File: config.mk
export PLATFORM = sky130hd
export DESIGN_NAME = alu_pipe
export DESIGN_NICKNAME = d
export VERILOG_FILES = /design/src/rtl/alu_pkg.sv /design/src/rtl/alu_muldiv_iter.sv /design/src/rtl/alu_pipe.sv
export SDC_FILE = /design/constraint.sdc
export NUM_CORES = 1
export LEC_CHECK = 0
export CAP_MARGIN = 40
export CORE_MARGIN = 8
export CORE_UTILIZATION = 51
export DETAILED_ROUTE_END_ITERATION = 6
export PLACE_DENSITY = 0.74
export SLEW_MARGIN = 10
export SYNTH_ARGS = -nofsm -noshare
export SYNTH_HDL_FRONTEND = slang
export SYNTH_SLANG_ARGS = --single-unit
File: constraint.sdc
create_clock -name clk -period 2.3 [get_ports clk]
set_input_delay 0.69 -clock clk [delete_from_list [all_inputs] [get_ports clk]]
set_output_delay 0.69 -clock clk [all_outputs]
set_load 0.005 [all_outputs]
File: src/rtl/alu_pkg.sv
// Shared opcode, state and data types for the pipelined ALU and its iterative mul/div unit.
// Opcodes 16..31 are unassigned and reported as illegal by alu_pipe.
package alu_pkg;

    localparam int OP_W   = 5;
    localparam int DATA_W = 32;

    typedef logic [DATA_W-1:0] UbitData;

    typedef enum logic [OP_W-1:0] {
        ADD   = 5'd0,
        SUB   = 5'd1,
        AND   = 5'd2,
        OR    = 5'd3,
        XOR   = 5'd4,
        SLT   = 5'd5,
        SLTU  = 5'd6,
        SLL   = 5'd7,
        SRL   = 5'd8,
        SRA   = 5'd9,
        MUL   = 5'd10,
        MULHU = 5'd11,
        DIV   = 5'd12,
        DIVU  = 5'd13,
        REM   = 5'd14,
        REMU  = 5'd15
    } Op;

    typedef enum logic {
        IDLE = 1'b0,
        ITER = 1'b1
    } state_e;

    function automatic logic is_iterative(input Op op);
        return (op == MUL) || (op == MULHU) || (op == DIV) ||
               (op == DIVU) || (op == REM) || (op == REMU);
    endfunction

endpackage

File: src/rtl/alu_muldiv_iter.sv
// Shift-add multiplier and restoring divider sharing one adder; one bit per cycle.
// Latency: done rises WIDTH cycles after start; no backpressure, result holds until next start.
// Backpressure: none; the caller simply leaves the result parked while done is high.
module alu_muldiv_iter
    import alu_pkg::*;
#(
    parameter int WIDTH = 32
) (
    input  logic             clk,
    input  logic             rst_n,
    input  logic             start,
    input  Op                op,
    input  logic [WIDTH-1:0] a,
    input  logic [WIDTH-1:0] b,
    output logic             done,
    output logic [WIDTH-1:0] result
);
    localparam int CW = $clog2(WIDTH) + 1;

    logic [CW-1:0]    cnt;
    Op                op_q;
    logic [WIDTH-1:0] hi;
    logic [WIDTH-1:0] lo;
    logic [WIDTH-1:0] dvsr;
    logic             is_mul_q;
    logic             neg_q;
    logic             neg_r;

    logic             signed_op;
    logic             a_neg;
    logic             b_neg;
    logic [WIDTH-1:0] a_mag;
    logic [WIDTH-1:0] b_mag;

    logic [WIDTH:0]   add_x;
    logic [WIDTH:0]   add_y;
    logic             add_cin;
    logic [WIDTH+1:0] add_sum;

    logic [WIDTH-1:0] q_fix;
    logic [WIDTH-1:0] r_fix;

    assign signed_op = (op == DIV) || (op == REM);
    assign a_neg     = signed_op && a[WIDTH-1];
    assign b_neg     = signed_op && b[WIDTH-1];
    assign a_mag     = a_neg ? -a : a;
    assign b_mag     = b_neg ? -b : b;

    // Multiply: hi + multiplicand. Divide: {rem, next dividend bit} - divisor, carry-out = no borrow.
    always_comb begin
        if (is_mul_q) begin
            add_x   = {1'b0, hi};
            add_y   = {1'b0, dvsr};
            add_cin = 1'b0;
        end else begin
            add_x   = {hi, lo[WIDTH-1]};
            add_y   = ~{1'b0, dvsr};
            add_cin = 1'b1;
        end
    end

    assign add_sum = {1'b0, add_x} + {1'b0, add_y} + {{(WIDTH+1){1'b0}}, add_cin};

    always_ff @(posedge clk or negedge rst_n) begin
        if (!rst_n) begin
            cnt      <= '0;
            op_q     <= ADD;
            hi       <= '0;
            lo       <= '0;
            dvsr     <= '0;
            is_mul_q <= 1'b0;
            neg_q    <= 1'b0;
            neg_r    <= 1'b0;
        end else if (start) begin
            cnt      <= CW'(WIDTH);
            op_q     <= op;
            is_mul_q <= (op == MUL) || (op == MULHU);
            hi       <= '0;
            if ((op == MUL) || (op == MULHU)) begin
                lo   <= b;
                dvsr <= a;
            end else begin
                lo   <= a_mag;
                dvsr <= b_mag;
            end
            // Divide by zero keeps the all-ones quotient unsigned; remainder sign follows a.
            neg_q    <= (a_neg ^ b_neg) && (b != '0);
            neg_r    <= a_neg;
        end else if (cnt != '0) begin
            cnt <= cnt - CW'(1);
            if (is_mul_q) begin
                if (lo[0]) begin
                    {hi, lo} <= {add_sum[WIDTH:0], lo[WIDTH-1:1]};
                end else begin
                    {hi, lo} <= {1'b0, hi, lo[WIDTH-1:1]};
                end
            end else if (add_sum[WIDTH+1]) begin
                hi <= add_sum[WIDTH-1:0];
                lo <= {lo[WIDTH-2:0], 1'b1};
            end else begin
                hi <= {hi[WIDTH-2:0], lo[WIDTH-1]};
                lo <= {lo[WIDTH-2:0], 1'b0};
            end
        end
    end

    assign done  = (cnt == '0);
    assign q_fix = neg_q ? -lo : lo;
    assign r_fix = neg_r ? -hi : hi;

    always_comb begin
        case (op_q)
            MUL:       result = lo;
            MULHU:     result = hi;
            DIV, DIVU: result = q_fix;
            default:   result = r_fix;
        endcase
    end

endmodule

File: src/rtl/alu_pipe.sv
// Handshaked ALU, one op per cycle; ALU_PIPE_MULDIV_EN adds the iterative MUL/DIV unit.
// Latency: 1 cycle for single-cycle ops, WIDTH+1 cycles for iterative ops.
// Backpressure: in_ready low while iterating or while an undrained result blocks the output register.
module alu_pipe
    import alu_pkg::*;
#(
    parameter int WIDTH    = 32,
    parameter int ID_WIDTH = 4
) (
    input  logic                clk,
    input  logic                rst_n,
    input  logic                in_valid,
    output logic                in_ready,
    input  logic [OP_W-1:0]     in_op,
    input  logic [WIDTH-1:0]    in_a,
    input  logic [WIDTH-1:0]    in_b,
    input  logic [ID_WIDTH-1:0] in_id,
    output logic                out_valid,
    input  logic                out_ready,
    output logic [WIDTH-1:0]    out_x,
    output logic [ID_WIDTH-1:0] out_id,
    output logic                out_illegal,
    output logic                busy
);
    localparam int SHW = $clog2(WIDTH);

    state_e              state;
    state_e              state_nxt;
    Op                   op;
    logic                accept;
    logic                out_free;
    logic                load_sc;
    logic                load_it;
    logic                iter_start;
    logic                iter_done;
    logic [WIDTH-1:0]    iter_x;
    logic [WIDTH-1:0]    sc_x;
    logic                sc_ill;
    logic [SHW-1:0]      shamt;
    logic [ID_WIDTH-1:0] id_q;

    assign op       = Op'(in_op);
    assign shamt    = in_b[SHW-1:0];
    assign out_free = !out_valid || out_ready;
    assign in_ready = (state == IDLE) && out_free;
    assign accept   = in_valid && in_ready;
    assign busy     = (state == ITER);

`ifdef ALU_PIPE_MULDIV_EN
    assign iter_start = accept && is_iterative(op);

    alu_muldiv_iter #(
        .WIDTH (WIDTH)
    ) u_muldiv (
        .clk    (clk),
        .rst_n  (rst_n),
        .start  (iter_start),
        .op     (op),
        .a      (in_a),
        .b      (in_b),
        .done   (iter_done),
        .result (iter_x)
    );
`else
    assign iter_start = 1'b0;
    assign iter_done  = 1'b0;
    assign iter_x     = '0;
`endif

    // Mul/div opcodes fall to the illegal default; with the iterative unit present they never load from here.
    always_comb begin
        sc_x   = '0;
        sc_ill = 1'b0;
        case (op)
            ADD:     sc_x = in_a + in_b;
            SUB:     sc_x = in_a - in_b;
            AND:     sc_x = in_a & in_b;
            OR:      sc_x = in_a | in_b;
            XOR:     sc_x = in_a ^ in_b;
            SLT:     sc_x = {{(WIDTH-1){1'b0}}, ($signed(in_a) < $signed(in_b))};
            SLTU:    sc_x = {{(WIDTH-1){1'b0}}, (in_a < in_b)};
            SLL:     sc_x = in_a << shamt;
            SRL:     sc_x = in_a >> shamt;
            SRA:     sc_x = $unsigned($signed(in_a) >>> shamt);
            default: sc_ill = 1'b1;
        endcase
    end

    always_comb begin
        state_nxt = state;
        load_sc   = 1'b0;
        load_it   = 1'b0;
        case (state)
            IDLE: begin
                if (accept) begin
                    if (iter_start) begin
                        state_nxt = ITER;
                    end else begin
                        load_sc = 1'b1;
                    end
                end
            end
            ITER: begin
                if (iter_done && out_free) begin
                    load_it   = 1'b1;
                    state_nxt = IDLE;
                end
            end
            default: state_nxt = IDLE;
        endcase
    end

    always_ff @(posedge clk or negedge rst_n) begin
        if (!rst_n) begin
            state <= IDLE;
        end else begin
            state <= state_nxt;
        end
    end

    always_ff @(posedge clk or negedge rst_n) begin
        if (!rst_n) begin
            id_q <= '0;
        end else if (accept) begin
            id_q <= in_id;
        end
    end

    always_ff @(posedge clk or negedge rst_n) begin
        if (!rst_n) begin
            out_valid   <= 1'b0;
            out_x       <= '0;
            out_id      <= '0;
            out_illegal <= 1'b0;
        end else if (load_sc) begin
            out_valid   <= 1'b1;
            out_x       <= sc_x;
            out_id      <= in_id;
            out_illegal <= sc_ill;
        end else if (load_it) begin
            out_valid   <= 1'b1;
            out_x       <= iter_x;
            out_id      <= id_q;
            out_illegal <= 1'b0;
        end else if (out_ready) begin
            out_valid   <= 1'b0;
        end
    end

endmodule
==> flow_summary.yaml, run 1 <==
run_status:
  outcome: "aborted with a tool error"
  lastStage: "global routing (5_1_grt)"
  error: "[ERROR GRT-0232] Routing congestion too high. Check the congestion heatmap in the GUI."
placed_design:
  io_buffers: 115
  dp_hpwl_um: 41800
  gp_congestion: 1.10
yosys:
  avgSynthCellArea_um2: 7.22
  synthFlopType: "dfrtp_1"
  synth_top_area_share_pct: 12.3
  ys.warnings.count: 0
  synth_cell_types: 80
  synth_edf_count: 0
  syn-num-nets: 1575
  ys_ff_latch: 38
  synth_area_leaders: "ha_1, mux4_2, dfrtp_1"
  ys_seq_area_share_pct: 9.43
  synth.largest_area_cell: "ha_1"
  async_reset_ff_share_pct: 100
  syn-instance-count: 1397
  syn_area_um2: 10100
grt:
  track_usage_pct: 68.6
  antenna_found_initial: 9
  grt_max_degree: 74
  overflow: 4
floorplanning:
  pin_count: 117
  chipWidth_um: 157
  row_count: 51
  initial_utilization_pct: 51.8
  die_y_um: 157
cts:
  postCtsHoldBufs: 0
  clockBufferDepth: 2
  cts.htree.levels: 2
  cts_sinks: 38
  cts-root-buf: "clkbuf_16"
  numCtsBuffers: 5
sta:
  grt-worst-endpoint: "out_x[20]$_DFFE_PN0P_/D"
  worstEpCategory: "register input"
==> metal layers <==
metal / GRT overflow / track usage, %
met5: 0 / 27.8
met1: 0 / 68.0
met2: 2 / 83.1
met4: 2 / 61.7
met3: 0 / 59.6
==> synth_stat cells (all sizes together), types with 10 or more instances <==
cell type / number
a21o: 20
a211oi: 27
ha: 99
or3: 10
nor2: 173
a31oi: 15
nor3: 36
nand2b: 15
nand2: 121
nand3: 27
o31ai: 14
o21bai: 18
inv: 102
mux2: 19
a22oi: 11
o211ai: 17
nor4: 10
o22ai: 18
buf: 26
a22o: 11
o21ai: 102
mux2i: 45
clkbuf: 79
a21oi: 134
mux4: 49
dfrtp: 38
a221oi: 18
==> per-stage QoR <==
| step | area (µm²) | utilization, % | instances | setup slack [ps] |
|---|---|---|---|---|
| floorplan | 10600 | - | 1397 | -1070 |
| global placement | 15200 | 77.9 | 2160 | -1670 |
| CTS | 16800 | 86.4 | 2221 | -1160 |
| detailed placement | 15200 | 77.9 | 2160 | -1760 |
==> what timing repair did <==
item / in CTS
pin swaps: 101
cloned: 5
setup endpoints to repair: 33
gates resized for setup: 354
buffers inserted: 50
==> cell families after synthesis <==
logic type                 Yosys count  synth area share [%]
xor gates and xnor gates             5                 0.434
other                                1                0.0372
muxes                              113                  17.5
DFF                                 38                  9.43
AOI/OAI and AO/OA                  497                  32.7
buffers and inverters              207                  7.97
adders and majority gates          101                  12.7
and+or+nand+nor                    435                  19.2
==> run 2: changes to the inputs <==
- CORE_UTILIZATION: 51 -> 36
- PLACE_DENSITY: 0.74 -> unset
- PLACE_DENSITY_LB_ADDON: unset -> 0.15
==> run 2 against run 1 <==
Synthesized area unchanged; synthesized cell count stayed put; the flow now finishes, with violations (negative setup slack).
==> flow_summary.yaml, run 2 <==
run_status:
  outcome: "complete, but fails checks"
  violations: "negative setup slack"
cells_and_area:
  final_cell_mix: "buf_4, nor2_1, nand2_1"
  fill_cells: 2461
  insertedDiodeCount: 0
  largest_register: "out_x"
  largest_register_ffs: 32
  nNetsFinal: 2161
  reg_top3: "out_x x32, out_id x4"
  drive_above_1_share_pct: 46.0
  multi_input_area_um2: 9750
  final_common_cell: "buf_4"
  area_delta_synth_final_pct: 74.4
  seqCellArea_um2: 951
critical_path:
  arrival_ps: 3430
  worst-r2r-cell-count: 9
  path_class: "input port to flop"
  timing.rr.start: "out_valid"
  r2r_slack_ps: 230
  crit_required_ps: 2470
  r2r_end: "out_x[31]"
  path_max_fanout: 5
  end_kind: "flop"
  startpoint_type: "input port"
sta:
  finalCriticalPeriod_ps: 3260
  rsz0062_at_grt: "true"
  fin_crit_sh_pct: 142
  clock_skew_ps: 6.44
  hold_violations: 0
  worst_slew_pin_slew_ps: 866
  setup-violations-final: 32
  setup_ws_ps: -964
  report.final.slew_viol_count: 0
  fmax_mhz: 306
  max-slew-margin-rel_pct: 42.3
  hold_ws_ps: 465
cts:
  numCtsBuffers: 5
  postCtsHoldBufs: 0
  clockBufferDepth: 2
  cts_sinks: 38
  cts-root-buf: "clkbuf_16"
  cts_tree: "built"
  cts.reportedPaths.clkPinSlew_ps: 70
  clk_latency_ps: 300
  cts.htree.levels: 2
yosys:
  synth_cell_types: 80
  ys.warnings.count: 0
  synth_area_leaders: "ha_1, mux4_2, dfrtp_1"
  async_reset_ff_share_pct: 100
  syn_area_um2: 10100
  syn-instance-count: 1397
  yosysMostFrequentCell: "nor2_1"
  syn-num-nets: 1575
  synth.largest_area_cell: "ha_1"
  synthFlopType: "dfrtp_1"
  synthTopCellsByCount: "nor2_1, a21oi_1, nand2_1"
  avgSynthCellArea_um2: 7.22
  synth_top_area_share_pct: 12.3
  ys_seq_area_share_pct: 9.43
  synth_edf_count: 0
  ys_ff_latch: 38
floorplanning:
  chipWidth_um: 183
  row_count: 61
  pin_count: 117
  coreArea_um2: 27700
  die_y_um: 183
  initial_utilization_pct: 36.4
  dieArea_um2: 33600
placed_design:
  pre_cts_ws_ps: -1770
  gp_congestion: 1.02
  io_buffers: 115
  dp_hpwl_um: 42400
detailed_routing:
  dr.pass1.iters: 6
  finalWirelength_um: 54100
  viasPerCell: 5.92
  drc: 0
  drtIter0Drc: 1587
  ant_nets: 0
  wl_per_cell_um: 22.9
  vias: 14000
pwr:
  ir_worst_vdd_mv: 0.257
  p_per_area_nw_per_um2: 314
  leakagePower_nw: 7.92
  power_mw: 5.53
grt:
  overflow: 0
  antenna_found_initial: 0
  grt_max_degree: 74
  track_usage_pct: 30.8
  grt_pass1_vias: 13500
  grt_pass1_wl_um: 80100
worst_hold_path:
  hold_path_class: "input port to async pin"
run:
  drv_cap: 0
## run 2: cell counts after synthesis
No cell type changed its count.
## run 2: stage by stage
step / instances / cell area (µm²) / utilization (%) / setup TNS, ps
5_1_grt: 2362 / 17600 / 63.5 / -26360
3_3_place_gp: 2287 / 15400 / 55.7 / -46380
4_1_cts: 2347 / 17000 / 61.4 / -25990
2_1_floorplan: 1397 / 10600 / - / -21370
3_5_place_dp: 2287 / 15400 / 55.7 / -48110
6_report: 2362 / 17600 / 63.5 / -24500
## run 2: what timing repair did
item / 4_1_cts / 5_1_grt
setup endpoints to repair: 34 / 34
gates cloned: 3 / 0
setup buffers: 53 / 23
resized for setup: 295 / 141
pin swaps: 99 / 81
## run 2: cell type report
| cell class | count | area share, % |
|---|---|---|
| Inverter | 102 | 2.48 |
| Clock inverter | 3 | 0.256 |
| Clock buffer | 5 | 0.711 |
| Tap cell | 378 | 2.69 |
| Sequential cell | 38 | 5.41 |
| Timing Repair Buffer | 684 | 33.0 |
| Multi-Input combinational cell | 1152 | 55.4 |
## run 2: logic make-up after synthesis
family,after synthesis,synth area share (%)
adders and majority gates,101,12.7
xor gates and xnor gates,5,0.434
buffers and inverters,207,7.97
and+or+nand+nor,435,19.2
DFF,38,9.43
other,1,0.0372
muxes,113,17.5
AOI/OAI and AO/OA,497,32.7
## run 2: power by group
part,internal (mW),switching [mW]
Combinational,1.94,1.99
Sequential,0.721,0.0344
Clock,0.513,0.331
## run 2: how the worst max path moves through the flow
stage | start | cells past startpoint | to
4_1_cts | in_a[8] | 12 | out_x[26]
2_1_floorplan | in_a[8] | 11 | out_x[26]
3_5_place_dp | in_a[0] | 13 | out_x[26]
6_report | in_a[5] | 15 | out_x[27]
3_3_place_gp | in_a[0] | 15 | out_x[8]
5_1_grt | in_a[5] | 12 | out_x[20]
## run 2: critical path: stages
cell,delay [ps]
buf_8,110
inv_8,50
ha_4,190
or4_4,540
buf_4,150
buf_6,110
o41ai_4,320
buf_4,190
o31ai_4,80
a31o_4,300
a21oi_4,180
a21oi_2,100
buf_4,140
mux2i_1,140
a32oi_1,110
## run 2: layer usage
layer  wire, µm  track usage, %
met4       1870            9.79
met2      24200            48.8
met1      23300            42.3
met3       4680            4.73
met5          0               0
Power figures use the tool's default switching activity.
==> run 3: changes to the inputs <==
- HOLD_SLACK_MARGIN: unset -> 0.12
==> results of run 3 <==
No change in the layout: final DEF, timing and power equal those of run 2.
==> run 4: changes to the inputs <==
- SYNTH_HIERARCHICAL: unset -> 1
- clock period: 2.3 -> 3.62 ns (I/O delays scaled with it)
==> run 4 against run 3 <==
The run still ends with negative setup slack left; total power fell by 41%; sequential share of layout area rose by 0.53 points; wire length fell by 2.8%; cell count fell by 5.1%.
==> flow_summary.yaml, run 4 <==
run_status:
  outcome: "complete, but fails checks"
  violations: "negative setup slack"
placed_design:
  io_buffers: 115
  placed_cells: 2197
  dp_hpwl_um: 41300
  gp_congestion: 0.995
yosys:
  async_reset_ff_share_pct: 100
  ys_seq_area_share_pct: 9.43
  syn_area_um2: 10100
  synthFlopType: "dfrtp_1"
  synth_compound_area_share_pct: 32.7
  synth_mux_area_share_pct: 17.5
  synth_cell_types: 80
  syn-instance-count: 1397
  synth.largest_area_cell: "ha_1"
  ys.warnings.count: 6
  synthTopCellsByCount: "nor2_1, a21oi_1, nand2_1"
  syn-num-nets: 1575
  synth_xor_xnor_area_share_pct: 0.434
  avgSynthCellArea_um2: 7.22
  synthAdderAreaFrac_pct: 12.7
  ys_ff_latch: 38
  synth_edf_count: 0
  synth_top_family_by_area: "compound AO/OA/AOI/OAI gates"
  synth_area_leaders: "ha_1, mux4_2, dfrtp_1"
  synthSimpleGateAreaFrac_pct: 19.2
  yosysMostFrequentCell: "nor2_1"
  synth_top_area_share_pct: 12.3
floorplanning:
  initial_utilization_pct: 36.4
  die_y_um: 183
  chipWidth_um: 183
  row_count: 61
  dieArea_um2: 33600
  pin_count: 117
  coreArea_um2: 27700
pwr:
  ir_worst_vdd_mv: 0.163
  leakagePower_nw: 7.16
  power_mw: 3.25
  p_per_area_nw_per_um2: 203
cells_and_area:
  fill_cells: 2683
  multi_input_area_um2: 9310
  drive_above_1_share_pct: 38.2
  final_common_cell: "buf_4"
  finalNonFillerCells: 2241
  largest_register: "out_x"
  area_delta_synth_final_pct: 58.9
  seqCellArea_um2: 951
  largest_register_ffs: 32
  insertedDiodeCount: 0
  nNetsFinal: 2040
  reg_top3: "out_x x32, out_id x4"
  final_cell_mix: "buf_4, nor2_1, nand2_1"
grt:
  overflow: 0
  grt_pass1_wl_um: 77300
  grt_max_degree: 74
  track_usage_pct: 29.7
  antenna_found_initial: 0
  grt_pass1_vias: 12700
detailed_routing:
  ant_nets: 0
  vias: 13300
  dr.pass1.iters: 6
  met2_length_um: 23000
  drtIter0Drc: 1461
  top_layer: "met4"
  viasPerCell: 5.94
  finalWirelength_um: 52600
  drt-met1-wl_um: 23400
  drc: 0
  wl_per_cell_um: 23.5
  dr_wl_met3_um: 5080
sta:
  fin_crit_sh_pct: 104
  report.final.slew_viol_count: 0
  hold_ws_ps: 473
  finalCriticalPeriod_ps: 3770
  hold_violations: 0
  fmax_mhz: 265
  max-slew-margin-rel_pct: 49.1
  setup_ws_ps: -152
  setup-violations-final: 8
  clock_skew_ps: 7.36
  rsz0062_at_grt: "true"
  worst_slew_pin_slew_ps: 764
critical_path:
  arrival_ps: 3950
  end_kind: "flop"
  crit_required_ps: 3800
  cp_cell_sequence: "buf_8 -> inv_6 -> ha_4 -> or4_4 -> or3_4 -> buf_6 -> a2111oi_4 -> o31ai_4 -> o211a_1 -> a221o_1 -> a21oi_2 -> o21ai_1"
  slowest_stage: "or4_4"
  path_max_fanout: 3
  startpoint_type: "input port"
  path_class: "input port to flop"
  max_stage_delay_ps: 540
cts:
  clk_latency_ps: 300
  clockBufferDepth: 2
  cts_sinks: 38
  cts.reportedPaths.clkPinSlew_ps: 60
  postCtsHoldBufs: 0
  numCtsBuffers: 5
  cts_tree: "built"
  cts-root-buf: "clkbuf_16"
  cts.htree.levels: 2
worst_hold_path:
  hold_path_class: "flop to flop"
run:
  drv_cap: 0
[run 4: changes by cell type in the layout (fill, tap and decap cells not counted), moves of 9 or more]
cell,previous run,this run
a21oi_1,97,113
nor2_2,13,4
o21ai_0,65,78
nor2_1,157,168
clkdlybuf4s50_1,63,77
buf_6,42,18
dlygate4sd2_1,25,11
o21ai_2,16,4
buf_4,508,422
a21oi_2,30,17
[run 4: worst paths after layout]
check	start	cells after the start	slack, ps	to
worst max-delay path	in_a[7]	12	-150	out_x[20]
worst min-delay path	out_id[1]	2	470	out_id[1]
worst max register to register	out_valid	9	1430	out_x[31]
worst min register to register	out_id[1]	2	470	out_id[1]
max in group asynchronous	rst_n	2	2510	out_illegal
min in group asynchronous	rst_n	1	640	out_x[11]
[run 4: cell families (layout without fill, tap and decap cells)]
family          count (synthesis)  after routing
fa+ha+maj                     101            101
mux                           113            113
flops                          38             38
compound gates                497            497
other cells                     1              1
xor+xnor                        5              5
simple gates                  435            435
buf+inv                       207            673
[run 4: critical path: cells and delay by family]
kind / cells / cell delay, ps
buffers and inverters: 3 / 300
AO/OA/AOI/OAI: 6 / 1380
AND/OR/NAND/NOR: 2 / 980
adder cells (fa/ha/maj): 1 / 200
[run 4: per-stage QoR]
stage,utilization (%),setup WS (ps),setup TNS [ps],area (µm²)
final,57.8,-152,-736,16000
after global routing,57.8,-218,-1830,16000
after CTS,55.7,-181,-528,15400
after detailed placement,52.8,-1040,-22260,14600
after global placement,52.7,-1080,-21720,14600
after floorplan,-,-145,-414,10300
[run 4: layer usage]
metal / vias to the layer above / track usage, %
met2: 677 / 46.0
li1: 6132 / -
met4: 0 / 6.31
met1: 6414 / 41.8
met3: 91 / 6.17
met5: - / 0
[run 4: what timing repair did]
| item | in CTS | in global routing |
|---|---|---|
| setup endpoints to repair | 28 | 29 |
| gates cloned | 0 | 1 |
| resized for setup | 173 | 132 |
| pin swaps | 49 | 72 |
| buffers inserted | 26 | 11 |
[run 4: report_power, final]
part | internal [mW] | total (mW) | leakage, nW | switching [mW]
Clock | 0.275 | 0.482 | 0.0739 | 0.208
Sequential | 0.458 | 0.479 | 0.507 | 0.0207
Combinational | 1.10 | 2.29 | 6.58 | 1.20
[run 4: area by class of cell]
type                            count  share of cell area [%]
Multi-Input combinational cell   1152                    58.1
Timing Repair Buffer              563                    29.4
Sequential cell                    38                    5.94
Tap cell                          378                    2.95
Inverter                          102                    2.61
Clock buffer                        7                   0.890
Clock inverter                      1                  0.0312
